**src/rtl/pipe_ex_hs.sv**
```systemverilog
// Three-stage flow-controlled pipeline computing F = ((A + B) + (C - D)) * D
// with per-transaction wrap/saturate mode, overflow flag and bubble collapsing.
module pipe_ex_hs #(
  parameter int unsigned N = 10
) (
  input  logic         clk,
  input  logic         rst,
  input  logic         in_valid,
  output logic         in_ready,
  input  logic [N-1:0] A,
  input  logic [N-1:0] B,
  input  logic [N-1:0] C,
  input  logic [N-1:0] D,
  input  logic         mode,
  output logic         out_valid,
  input  logic         out_ready,
  output logic [N-1:0] F,
  output logic         ovf
);

  // s1 + d1 can reach 3*2^N - 3, so x2 keeps one bit beyond N+2 to stay exact.
  localparam int unsigned XW = N + 3;
  localparam int unsigned PW = 2 * N + 4;

  logic                 v1, v2, v3;
  logic                 e1, e2, e3;
  logic [N:0]           s1;
  logic signed [N:0]    d1;
  logic [N-1:0]         dd1, dd2;
  logic                 m1, m2;
  logic signed [XW-1:0] x2;

  logic signed [PW-1:0] xe, de, p;
  logic                 neg, big;
  logic [N-1:0]         f_nxt;
  logic                 ovf_nxt;

  assign e3        = ~v3 | out_ready;
  assign e2        = ~v2 | e3;
  assign e1        = ~v1 | e2;
  assign in_ready  = e1;
  assign out_valid = v3;

  always_ff @(posedge clk or posedge rst) begin
    if (rst) begin
      v1  <= 1'b0;
      s1  <= '0;
      d1  <= '0;
      dd1 <= '0;
      m1  <= 1'b0;
    end else if (e1) begin
      v1  <= in_valid;
      s1  <= {1'b0, A} + {1'b0, B};
      d1  <= $signed({1'b0, C}) - $signed({1'b0, D});
      dd1 <= D;
      m1  <= mode;
    end
  end

  always_ff @(posedge clk or posedge rst) begin
    if (rst) begin
      v2  <= 1'b0;
      x2  <= '0;
      dd2 <= '0;
      m2  <= 1'b0;
    end else if (e2) begin
      v2  <= v1;
      x2  <= $signed({2'b00, s1}) + $signed({{2{d1[N]}}, d1});
      dd2 <= dd1;
      m2  <= m1;
    end
  end

  always_comb begin
    xe      = {{(PW - XW){x2[XW-1]}}, x2};
    de      = {{(PW - N){1'b0}}, dd2};
    p       = xe * de;
    neg     = p[PW-1];
    big     = ~neg && (p[PW-2:N] != '0);
    ovf_nxt = neg | big;
    f_nxt   = p[N-1:0];
    if (m2 && neg) begin
      f_nxt = '0;
    end else if (m2 && big) begin
      f_nxt = '1;
    end
  end

  always_ff @(posedge clk or posedge rst) begin
    if (rst) begin
      v3  <= 1'b0;
      F   <= '0;
      ovf <= 1'b0;
    end else if (e3) begin
      v3  <= v2;
      F   <= f_nxt;
      ovf <= ovf_nxt;
    end
  end

endmodule

```
**config.mk**
```make
export PLATFORM = sky130hd
export DESIGN_NAME = pipe_ex_hs
export DESIGN_NICKNAME = d
export VERILOG_FILES = /design/src/rtl/pipe_ex_hs.sv
export SDC_FILE = /design/constraint.sdc
export NUM_CORES = 1
export LEC_CHECK = 0
export BUFFER_PORTS_ARGS = -buffer_cell sky130_fd_sc_hd__buf_4
export CAP_MARGIN = 20
export CORE_MARGIN = 5
export CORE_UTILIZATION = 60
export DETAILED_ROUTE_END_ITERATION = 10
export PLACE_DENSITY_LB_ADDON = 0.3
export SLEW_MARGIN = 20
export SYNTH_ARGS = -nofsm -noshare
export SYNTH_HDL_FRONTEND = slang
export SYNTH_SLANG_ARGS = --single-unit
```
**constraint.sdc**
```tcl
create_clock -name clk -period 6.7 [get_ports clk]
set_clock_uncertainty 0.05 [all_clocks]
set_input_delay 1.34 -clock clk [delete_from_list [all_inputs] [get_ports clk]]
set_output_delay 1.34 -clock clk [all_outputs]
set_load 0.02 [all_outputs]
```
==> Yosys cells after proc, flatten, opt, wreduce, memory -nomap -nowiden <==
Index checks and enable logic that the tools add are counted.
W data, S select, Z words.
{ "totals": {"word_cells": 30, "output_inout_bits": 13, "input_bits": 45, "register_bits": 71} }
{ "classes": {"reduce_logical": 4, "n_addsub": 3, "mux": 2, "multipliers": 1, "bitwise": 8} }
{ "op_table": {"columns": ["operator", "n"], "rows": [
  ["$mul A13 B11 Y24", 1],
  ["$mux W10", 2],
  ["$add A12 B11 Y13", 1],
  ["$reduce_bool A13 Y1", 1],
  ["$add A10 B10 Y11", 1],
  ["$sub A10 B10 Y11", 1],
  ["$not A1 Y1", 4],
  ["$or A1 B1 Y1", 4],
  ["$logic_and A1 B1 Y1", 3]
]} }

==> Logic depth before layout (Yosys ltp) <==
Gate-level depths: netlist of run 1.
{ "logic_depth": {"ltp_word": 6, "ltp_mapped": 23, "ltp_nobuf": 21} }

==> Least setup slack after synthesis of run 1 <==
No wires, ideal clock.
{ "synth_timing": {"path_kind": "reg-to-reg", "start": "register dd2[2]", "end": "register F[1]", "t_arrival_ps": 5785, "setup_slack_ps": 724, "setup_time_ps": 141, "required_time_ps": 6509, "period_less_slack_ps": 5976, "path_buffers": 3, "stages_incl_launch_ff": 23, "path_cell_list": "dfrtp_1 > clkbuf_1 > nand2_1 > fa_1 > inv_1 > fa_1 > inv_1 > fa_1 > inv_1 > fa_1 > inv_1 > fa_1 > inv_1 > ha_1 > clkbuf_1 > a21oi_1 > o21ai_0 > a41oi_1 > a2111oi_0 > or4b_4 > nor4_4 > buf_6 > a31oi_1"} }
{ "synth_via": {"elab_chain_len": 6, "word_cells_on_any_way": 8, "classes_between": "mul (1); mux (2); bitwise (1); reduce/logical (4)"} }
{ "synth_rtl": {"columns": ["item", "line", "text"], "rows": [
  ["from (decl)", "29", "logic [N-1:0] dd1, dd2;"],
  ["from (signal assigned)", "64", "dd2 <= '0;"],
  ["from (signal assigned)", "69", "dd2 <= dd1;"],
  ["$mul A13 B11 Y24 (*)", "77", "p = xe * de;"],
  ["$reduce_bool A13 Y1 or $not A1 Y1 (tied branches)", "79", "big = ~neg && (p[PW-2:N] != '0);"],
  ["$logic_and A1 B1 Y1", "79", null],
  ["$logic_and A1 B1 Y1", "84", "end else if (m2 && big) begin"],
  ["$mux W10", "84", null],
  ["$mux W10 (*)", "82", "if (m2 && neg) begin"],
  ["to (signal assigned)", "96", "F <= f_nxt;"],
  ["to (decl)", "17", "output logic [N-1:0] F,"]
]} }
Every way passes the cells marked *; elsewhere a longest branch is shown, timed or not.
A chain may end at the register's enable or synchronous reset.

==> Final worst setup path of run 1 <==
{ "layout_timing": {"start": "register x2[12]", "end": "register F[5]"} }
{ "layout_via": {"elab_chain_len": 6, "word_cells_on_any_way": 8, "classes_between": "mul (1); mux (2); bitwise (1); reduce/logical (4)"} }
{ "layout_rtl": {"columns": ["item", "line", "text"], "rows": [
  ["from (decl)", "31", "logic signed [XW-1:0] x2;"],
  ["from (signal assigned)", "68", "x2 <= $signed({2'b00, s1}) + $signed({{2{d1[N]}}, d1});"],
  ["$mul A13 B11 Y24 (*)", "77", null],
  ["$reduce_bool A13 Y1 or $not A1 Y1 (tied branches)", "79", null],
  ["$logic_and A1 B1 Y1", "79", null],
  ["$logic_and A1 B1 Y1", "84", null],
  ["$mux W10", "84", null],
  ["$mux W10 (*)", "82", null]
]} }
Marks and branches as above.

==> results.yml, run 1 <==
sta:
  tns_ns: 0
  grt_setup_unrepaired: "no"
  relSlewSlack_pct: 40.31
  timing.fmax_mhz: 158.2
  whs_ns: 0.4143
  tightestPinTransition_ns: 0.8954
  setup_viol: 0
  hold_viol_final: 0
  layout_setup_ws_ns: 0.3791
  min_period_over_period_pct: 94.34
  min_period_ns: 6.321
  timing.final.max_slew_violations: 0
clock_network:
  htreeDepth: 3
  cts_root_buf: "clkbuf_16"
  cts_hold_buf: 0
  clock_latency_ns: 0.35
  cts_tree: "done"
  postCtsSetupBuffers: 0
  cts-resized-gates: 0
  clock_sinks: 71
  clockBufferDepth: 2
  cts_buffers: 9
  path_clk_slew_ns: 0.06
global_routing:
  grt_max_degree: 72
  grt_pass1_wl_mm: 35.92
  grt_antenna_before_repair: 0
  grt_pass1_vias: 7583
  grt_usage_pct: 23.88
  overflow: 0
drt:
  via_per_inst: 5.443
  drt_pre_antenna_iters: 5
  ant_nets: 0
  drt_iter0_markers: 371
  num_vias: 7386
  wl_per_cell_um: 15.03
  wirelength_mm: 20.39
  drc: 0
synthesis:
  synth_ff_type: "dfrtp_1"
  ys_async_sr_fraction_pct: 100.0
  yosysUniqueCellTypes: 59
  postSynthAreaPerCell_um2: 8.649
  synthTopCellsByArea: "fa_1 (26%), dfrtp_1 (18%), ha_1 (11%)"
  synth_top_area_cell: "fa_1"
  synth_nets: 1368
  seq_area_frac_synth_pct: 18.47
  synth_area_um2: 9618
  synth_edf_count: 0
  syn_inst: 1112
  yosys_warnings: 0
  netlist_top_cells_count: "inv_1 (192), nand2_1 (168), fa_1 (124)"
  yosys.cell_count.top_type: "inv_1"
  ys_ff_latch: 71
  yosysTopAreaCellShare_pct: 25.81
critical_path:
  worstSetupPathType: "reg2reg"
  path_max_fanout: 11
  r2r_slack_ns: 0.38
  worstReg2RegEnd: "F[5]$_DFFE_PP0P_"
  crit_path_max_incr_delay_ns: 0.57
  setup.worst_path.end: "F[5]$_DFFE_PP0P_"
  reg2reg_from: "x2[12]$_DFFE_PP0P_"
  path_cells: "nand2_1 > fa_1 > inv_1 > fa_1 > inv_1 > fa_1 > inv_1 > fa_1 > inv_1 > fa_1 > inv_1 > ha_1 > a21oi_1 > o21ai_0 > a41oi_1 > a2111oi_0 > or4b_4 > nor4_4 > buf_4 > a31oi_1"
  required_ns: 6.86
  cp.arrival_ns: 6.48
  startpoint: "x2[12]$_DFFE_PP0P_"
  worst_r2r_path_depth: 20
  slowest_stage: "fa_1"
  start_kind: "flop"
  end_kind: "flop"
die:
  core_area_um2: 15830
  start_util_pct: 60.77
  die_area_um2: 18660
  num_io_pins: 58
  fp.dieW_um: 136.6
  die_h_um: 136.6
  rows: 46
placed_design:
  place_ws_ns: 0.3728
  place_area_um2: 10170
  gp_congestion: 0.9221
  dp_hpwl_mm: 16.74
  io_buffers: 57
hold_path:
  hold_path_class: "reg2reg"
finish:
  num-nets-final: 1392
  area_growth_pct: 9.080
  nFillCells: 1322
  antenna_cells: 0
  design_area_um2: 10490
  drive_above_1_share_pct: 8.940
run_status:
  outcome: "complete, no violations"
job:
  cap_violations: 0
[registers in the layout, indices dropped and copies added, names as in the netlist]
signal	flops
F	10
d1	11
dd1	10
dd2	10
m1	1
m2	1
out_valid	1
ovf	1
s1	11
v1	1
v2	1
x2	13
[stage by stage]
step,utilization (%),instances
floorplan,-,1112
global route,66.28,1357
finish,66.28,1357
CTS,66.28,1357
detailed placement,64.28,1341
global placement,64.28,1341
[final cells by class]
cell class,instances,area [um^2],share of cell area [%]
clock buffer,11,252.7,2.409
sequential,71,1777,16.93
timing repair buffer,65,488.0,4.651
clock inverter,5,63.81,0.6082
inverter,192,720.7,6.869
tap,216,270.3,2.576
multi-input combinational,797,6919,65.95
[worst max-delay path, delay by kind of cell, from the launching register on]
kind,cells,cell delay (ns)
AND/OR/NAND/NOR,3,1.00
buffers and inverters,6,0.55
adder cells (fa/ha/maj),6,2.98
AO/OA/AOI/OAI,5,1.05
flip-flops,1,0.55
[layer usage]
metal	part of all wire (%)	GRT usage, %	up-vias
met5	0	0	-
met4	1.7	6.383	0
met3	3.9	3.971	32
met2	49	40.06	149
met1	46	32.31	3583
li1	-	-	3622
[cell usage in the layout, fill, tap and decap left out, drive strengths merged, types with 3 or more instances in the layout]
cell / Yosys / final
nand3: 5 / 5
nor3: 14 / 14
xor2: 11 / 11
nand4: 3 / 3
o31ai: 12 / 12
and3: 9 / 9
xnor2: 18 / 18
nand2b: 7 / 7
clkbuf: 48 / 11
a21oi: 49 / 49
ha: 87 / 87
a21o: 20 / 20
buf: 4 / 65
and2: 65 / 65
nand2: 168 / 168
nor4: 3 / 3
mux2i: 5 / 5
fa: 124 / 124
o21ai: 56 / 56
a211oi: 7 / 7
nor2: 39 / 39
dfrtp: 71 / 71
o211ai: 5 / 5
nor2b: 9 / 9
a21boi: 7 / 7
o21a: 9 / 9
mux2: 11 / 11
a31oi: 16 / 16
nor3b: 6 / 6
inv: 192 / 194
[kinds of logic (layout without fill, tap and decap cells)]
family | Yosys count | after routing | share of synthesized area (%)
buf+inv | 244 | 273 | 9.601
fa+ha+maj | 211 | 211 | 37.13
flops | 71 | 71 | 18.47
xor+xnor | 29 | 29 | 2.641
mux | 16 | 16 | 1.808
compound gates | 205 | 205 | 13.61
simple gates | 336 | 336 | 16.74
[how the worst min path moves through the flow]
stage	startpoint	to	slack (ns)	cells after the start
5_1_grt	v1$_DFFE_PP0P_	v2$_DFFE_PP0P_	0.44	1
2_1_floorplan	v1$_DFFE_PP0P_	v2$_DFFE_PP0P_	0.38	1
3_3_place_gp	v1$_DFFE_PP0P_	v2$_DFFE_PP0P_	0.38	1
4_1_cts	v1$_DFFE_PP0P_	v2$_DFFE_PP0P_	0.41	1
3_5_place_dp	v1$_DFFE_PP0P_	v2$_DFFE_PP0P_	0.40	1
6_report	v1$_DFFE_PP0P_	v2$_DFFE_PP0P_	0.41	1
Power of run 1 is left out: the tool's default activity adds up to more than one toggle a clock period on the data nets, which glitch-free logic cannot reach.
==> run 2, diff against run 1 <==
==> constraint.sdc (replaced) <==
create_clock -name clk -period 5.9 [get_ports clk]
set_clock_uncertainty 0.05 [all_clocks]
set_input_delay 1.18 -clock clk [delete_from_list [all_inputs] [get_ports clk]]
set_output_delay 1.18 -clock clk [all_outputs]
set_load 0.02 [all_outputs]
==> run 2 against run 1 <==
Net effect: sequential cell count did not move; global-route usage fell by 0.55 points; worst hold slack got worse by 0.012 ns; fmax rose by 9.0%; register-to-register slack got worse by 0.28 ns; critical path depth fell by 2; critical endpoint is now F[0]$_DFFE_PP0P_; largest cell class unchanged.
==> results.yml, run 2 (synthesized netlist as in run 1, its figures left out) <==
sta:
  timing.fmax_mhz: 172.4
  layout_setup_ws_ns: 0.09991
  tightestPinTransition_ns: 0.8928
  min_period_over_period_pct: 98.31
  setup_viol: 0
  min_period_ns: 5.800
  relSlewSlack_pct: 40.48
  hold_viol_final: 0
  timing.final.max_slew_violations: 0
placed_design:
  gp_congestion: 0.9149
  place_ws_ns: -0.1575
  dp_hpwl_mm: 16.37
  io_buffers: 57
drt:
  wirelength_mm: 21.04
  num_vias: 7671
  wl_per_cell_um: 14.78
  drt_iter0_markers: 407
  ant_nets: 0
  drc: 0
  via_per_inst: 5.387
  drt_pre_antenna_iters: 5
finish:
  largest-register: "x2"
  nFillCells: 1189
  area_growth_pct: 17.52
  num-nets-final: 1459
  reg.largest.list: "x2 x13, d1 x11, s1 x11"
  multi_input_area_um2: 7157
  drive_above_1_share_pct: 19.21
  antenna_cells: 0
  final_common_cell: "inv_1"
  mostFrequentLayoutCells: "inv_1 (186), nand2_1 (164), buf_4 (123)"
  regArea_um2: 1799
  largest_reg_flops: 13
clock_network:
  clock_latency_ns: 0.34
  htreeDepth: 3
  cts_tree: "done"
  cts_root_buf: "clkbuf_16"
  clock_sinks: 71
  cts_buffers: 9
  path_clk_slew_ns: 0.06
  clockBufferDepth: 2
critical_path:
  worstSetupPathType: "reg2reg"
  crit_path_max_incr_delay_ns: 0.54
  crit_path_frequent_cell: "fa_1"
  path_cells: "buf_4 > nand2_1 > fa_1 > fa_1 > fa_1 > inv_2 > fa_1 > inv_1 > fa_1 > inv_1 > ha_2 > or4_4 > a221o_1 > a2111o_1 > a31o_4 > nor4_4 > buf_4 > a31oi_1"
  setup.worst_path.end: "F[0]$_DFFE_PP0P_"
  worst_r2r_path_depth: 18
  worstReg2RegEnd: "F[0]$_DFFE_PP0P_"
  end_kind: "flop"
  r2r_slack_ns: 0.1
  slowest_stage: "fa_1"
  start_kind: "flop"
  path_max_fanout: 8
  required_ns: 6.08
  cp.arrival_ns: 5.98
  reg2reg_from: "dd2[2]$_DFFE_PP0P_"
  startpoint: "dd2[2]$_DFFE_PP0P_"
die:
  die_h_um: 136.6
  rows: 46
  fp.dieW_um: 136.6
  core_area_um2: 15830
  die_area_um2: 18660
  num_io_pins: 58
  start_util_pct: 60.77
global_routing:
  grt_pass1_vias: 7635
  grt_usage_pct: 23.33
  grt_max_degree: 72
  grt_pass1_wl_mm: 35.46
  overflow: 0
  grt_antenna_before_repair: 0
hold_path:
  hold_path_class: "reg2reg"
job:
  cap_violations: 0
run_status:
  outcome: "complete, no violations"
-- run 2: cell count changes in the layout (fill, tap and decap cells not counted), sizes merged --
cell / previous run / this run
buf: 65 / 131
clkinv: 1 / 3
inv: 194 / 193
-- run 2: how the worst min path moves through the flow --
stage	slack [ns]	start	cells past startpoint	end
floorplan	0.38	v1$_DFFE_PP0P_	1	v2$_DFFE_PP0P_
global placement	0.39	v1$_DFFE_PP0P_	1	v2$_DFFE_PP0P_
detailed placement	0.39	v1$_DFFE_PP0P_	1	v2$_DFFE_PP0P_
CTS	0.41	v1$_DFFE_PP0P_	1	v2$_DFFE_PP0P_
global route	0.42	v1$_DFFE_PP0P_	1	v2$_DFFE_PP0P_
finish	0.40	v1$_DFFE_PP0P_	1	v2$_DFFE_PP0P_
-- run 2: final cells by class --
type	count	area share (%)
clock buffers	10	2.026
clock inverters	6	0.6088
inverters	192	6.376
multi-input cells	797	63.32
flip-flops and latches	71	15.92
well taps	216	2.391
repair buffers	132	9.365
-- run 2: critical path, delay by kind of cell (launching register included) --
| kind | cells | cell delay (ns) |
|---|---|---|
| and+or+nand+nor | 3 | 0.92 |
| adders and majority gates | 6 | 2.68 |
| DFF | 1 | 0.47 |
| buffers and inverters | 5 | 0.48 |
| AOI/OAI and AO/OA | 4 | 1.06 |
-- run 2: stage by stage --
step	TNS [ns]	hold WS [ns]	cell area, um^2	cells	util (%)
floorplan	0	0.3758	9622	1112	-
global placement	-0.5782	0.3852	10520	1383	66.43
detailed placement	-1.491	0.3920	10520	1383	66.43
CTS	0	0.4054	10850	1401	68.55
global route	-0.8356	0.4216	11300	1424	71.41
finish	0	0.4019	11300	1424	71.41
-- run 2: repair_timing --
action	4_1_cts	5_1_grt
hold buffers	0	0
gates cloned	0	2
resized for setup	14	72
pin swaps	0	35
setup buffers	2	21
setup endpoints to repair	11	11
-- run 2: layer usage --
metal / wire [um] / GRT usage, %
met4: 498 / 6.943
met1: 9372 / 32.59
met3: 973 / 3.088
met5: 0 / 0
met2: 10200 / 38.25
Power of run 2 is left out for the same reason.
==> run 3, diff against run 2 <==
--- a/config.mk
+++ b/config.mk
@@ -7,7 +7,6 @@
 export LEC_CHECK = 0
 export BUFFER_PORTS_ARGS = -buffer_cell sky130_fd_sc_hd__buf_4
 export CAP_MARGIN = 20
-export CORE_MARGIN = 5
 export CORE_UTILIZATION = 60
 export DETAILED_ROUTE_END_ITERATION = 10
 export PLACE_DENSITY_LB_ADDON = 0.3
==> constraint.sdc (replaced) <==
create_clock -name clk -period 5.9 [get_ports clk]
set_clock_uncertainty 0.05 [all_clocks]
set_input_delay 1.18 -clock clk [delete_from_list [all_inputs] [get_ports clk]]
set_output_delay 1.18 -clock clk [all_outputs]
set_load 0.005 [all_outputs]
==> run 3 against run 2 <==
Net effect: clock-buffer cell count did not move; critical path type unchanged; non-clock buffer count rose by 16; sequential cell count stayed put; die area fell by 11%; fmax is 0.27% lower; sequential share of layout area shrank 0.22 points; final cell count increased by 0.77%; setup slack worse by 0.016 ns.
==> results.yml, run 3 (synthesized netlist as in run 1, its figures left out) <==
clock_network:
  clock_sinks: 71
  path_clk_slew_ns: 0.06
  cts_buffers: 9
  cts_root_buf: "clkbuf_16"
  clockBufferDepth: 2
  cts_hold_buf: 0
  cts_tree: "done"
  clock_latency_ns: 0.34
  htreeDepth: 3
global_routing:
  overflow: 0
  grt_usage_pct: 28.34
  grt_pass1_wl_mm: 36.66
  grt_max_degree: 72
  grt_antenna_before_repair: 0
  grt_pass1_vias: 7866
die:
  fp.dieW_um: 128.6
  rows: 45
  die_h_um: 128.6
  num_io_pins: 58
  core_area_um2: 15430
  die_area_um2: 16540
  start_util_pct: 62.34
sta:
  min_period_ns: 5.816
  relSlewSlack_pct: 39.96
  timing.final.max_slew_violations: 0
  tightestPinTransition_ns: 0.9006
  grt_setup_unrepaired: "yes"
  timing.fmax_mhz: 171.9
  setup_viol: 0
  min_period_over_period_pct: 98.58
  hold_viol_final: 0
drt:
  num_vias: 7812
  drt_iter0_markers: 522
  drc: 0
  wirelength_mm: 22.54
  ant_nets: 0
  via_per_inst: 5.444
  wl_per_cell_um: 15.71
  drt_pre_antenna_iters: 5
finish:
  postLayoutCoreUtil_pct: 74.17
  design_area_um2: 11440
  final_cells: 1435
  nFillCells: 1127
  final_common_cell: "inv_1"
  antenna_cells: 0
  largest_reg_flops: 13
  drive_above_1_share_pct: 20.92
  num-nets-final: 1475
  area_growth_pct: 18.97
  reg.largest.list: "x2 x13, d1 x11, s1 x11"
  regArea_um2: 1797
  mostFrequentLayoutCells: "inv_1 (184), nand2_1 (164), buf_4 (140)"
  multi_input_area_um2: 7228
  largest-register: "x2"
critical_path:
  cp.arrival_ns: 5.99
  start_kind: "flop"
  worst_r2r_path_depth: 20
  required_ns: 6.08
  path_max_fanout: 5
  reg2reg_from: "dd2[3]$_DFFE_PP0P_"
  r2r_slack_ns: 0.08
  worstSetupPathType: "reg2reg"
  end_kind: "flop"
  worstReg2RegEnd: "F[5]$_DFFE_PP0P_"
placed_design:
  io_buffers: 57
  gp_congestion: 0.8803
  dp_hpwl_mm: 17.17
  dp_cells: 1397
  place_area_um2: 10640
run_status:
  outcome: "complete, no violations"
hold_path:
  worstHoldEndpoint: "v2$_DFFE_PP0P_"
  worstHoldStart: "v1$_DFFE_PP0P_"
  hold_path_class: "reg2reg"
  holdPathStages: 1
job:
  cap_violations: 0
## run 3: per-layer routing
| layer | vias to the layer above | GRT usage, % | part of all wire (%) |
|---|---|---|---|
| met5 | - | 0 | 0 |
| met4 | 0 | 9.273 | 1.9 |
| met3 | 38 | 3.285 | 3.9 |
| met2 | 204 | 49.92 | 51 |
| met1 | 3783 | 36.47 | 43 |
| li1 | 3787 | - | - |
## run 3: worst max-delay path, stage by stage, from the launching register on
cell      delay [ns]
dfrtp_1         0.40
buf_6           0.14
nand2_1         0.10
fa_1            0.46
fa_2            0.53
inv_1           0.06
ha_4            0.24
fa_1            0.53
inv_1           0.05
fa_1            0.48
inv_2           0.05
ha_4            0.24
a21oi_2         0.18
nor2b_2         0.08
or4_4           0.52
a221o_1         0.39
a2111o_1        0.40
a31o_4          0.26
nor4_4          0.26
buf_4           0.20
a31oi_1         0.08
## run 3: worst max path at each step
stage	start	end	cells past startpoint
2_1_floorplan	dd2[4]$_DFFE_PP0P_	F[1]$_DFFE_PP0P_	20
3_3_place_gp	dd2[7]$_DFFE_PP0P_	F[7]$_DFFE_PP0P_	22
3_5_place_dp	dd2[7]$_DFFE_PP0P_	F[2]$_DFFE_PP0P_	22
4_1_cts	dd2[3]$_DFFE_PP0P_	F[0]$_DFFE_PP0P_	20
5_1_grt	dd2[2]$_DFFE_PP0P_	F[6]$_DFFE_PP0P_	19
6_report	dd2[3]$_DFFE_PP0P_	F[5]$_DFFE_PP0P_	20
## run 3: final cells by class
type	instances	area share [%]
Multi-Input combinational cell	797	63.17
Sequential cell	71	15.70
Timing Repair Buffer	148	10.05
Inverter	192	6.299
Tap cell	211	2.307
Clock buffer	10	2.089
Clock inverter	6	0.3827
## run 3: repair_timing
item	4_1_cts	5_1_grt
cloned	1	0
resized for setup	20	79
buffers inserted	11	10
setup endpoints to repair	11	11
pin swaps	3	43
## run 3: stage by stage
stage,TNS [ns],hold WS (ns),setup slack (ns)
floorplan,0,0.3758,0.005648
CTS,0,0.4106,0.001723
global route,-0.8494,0.4440,-0.09699
global placement,-0.9143,0.3810,-0.08371
finish,0,0.4195,0.08400
detailed placement,-1.905,0.3961,-0.1781
Power of run 3 is left out for the same reason.
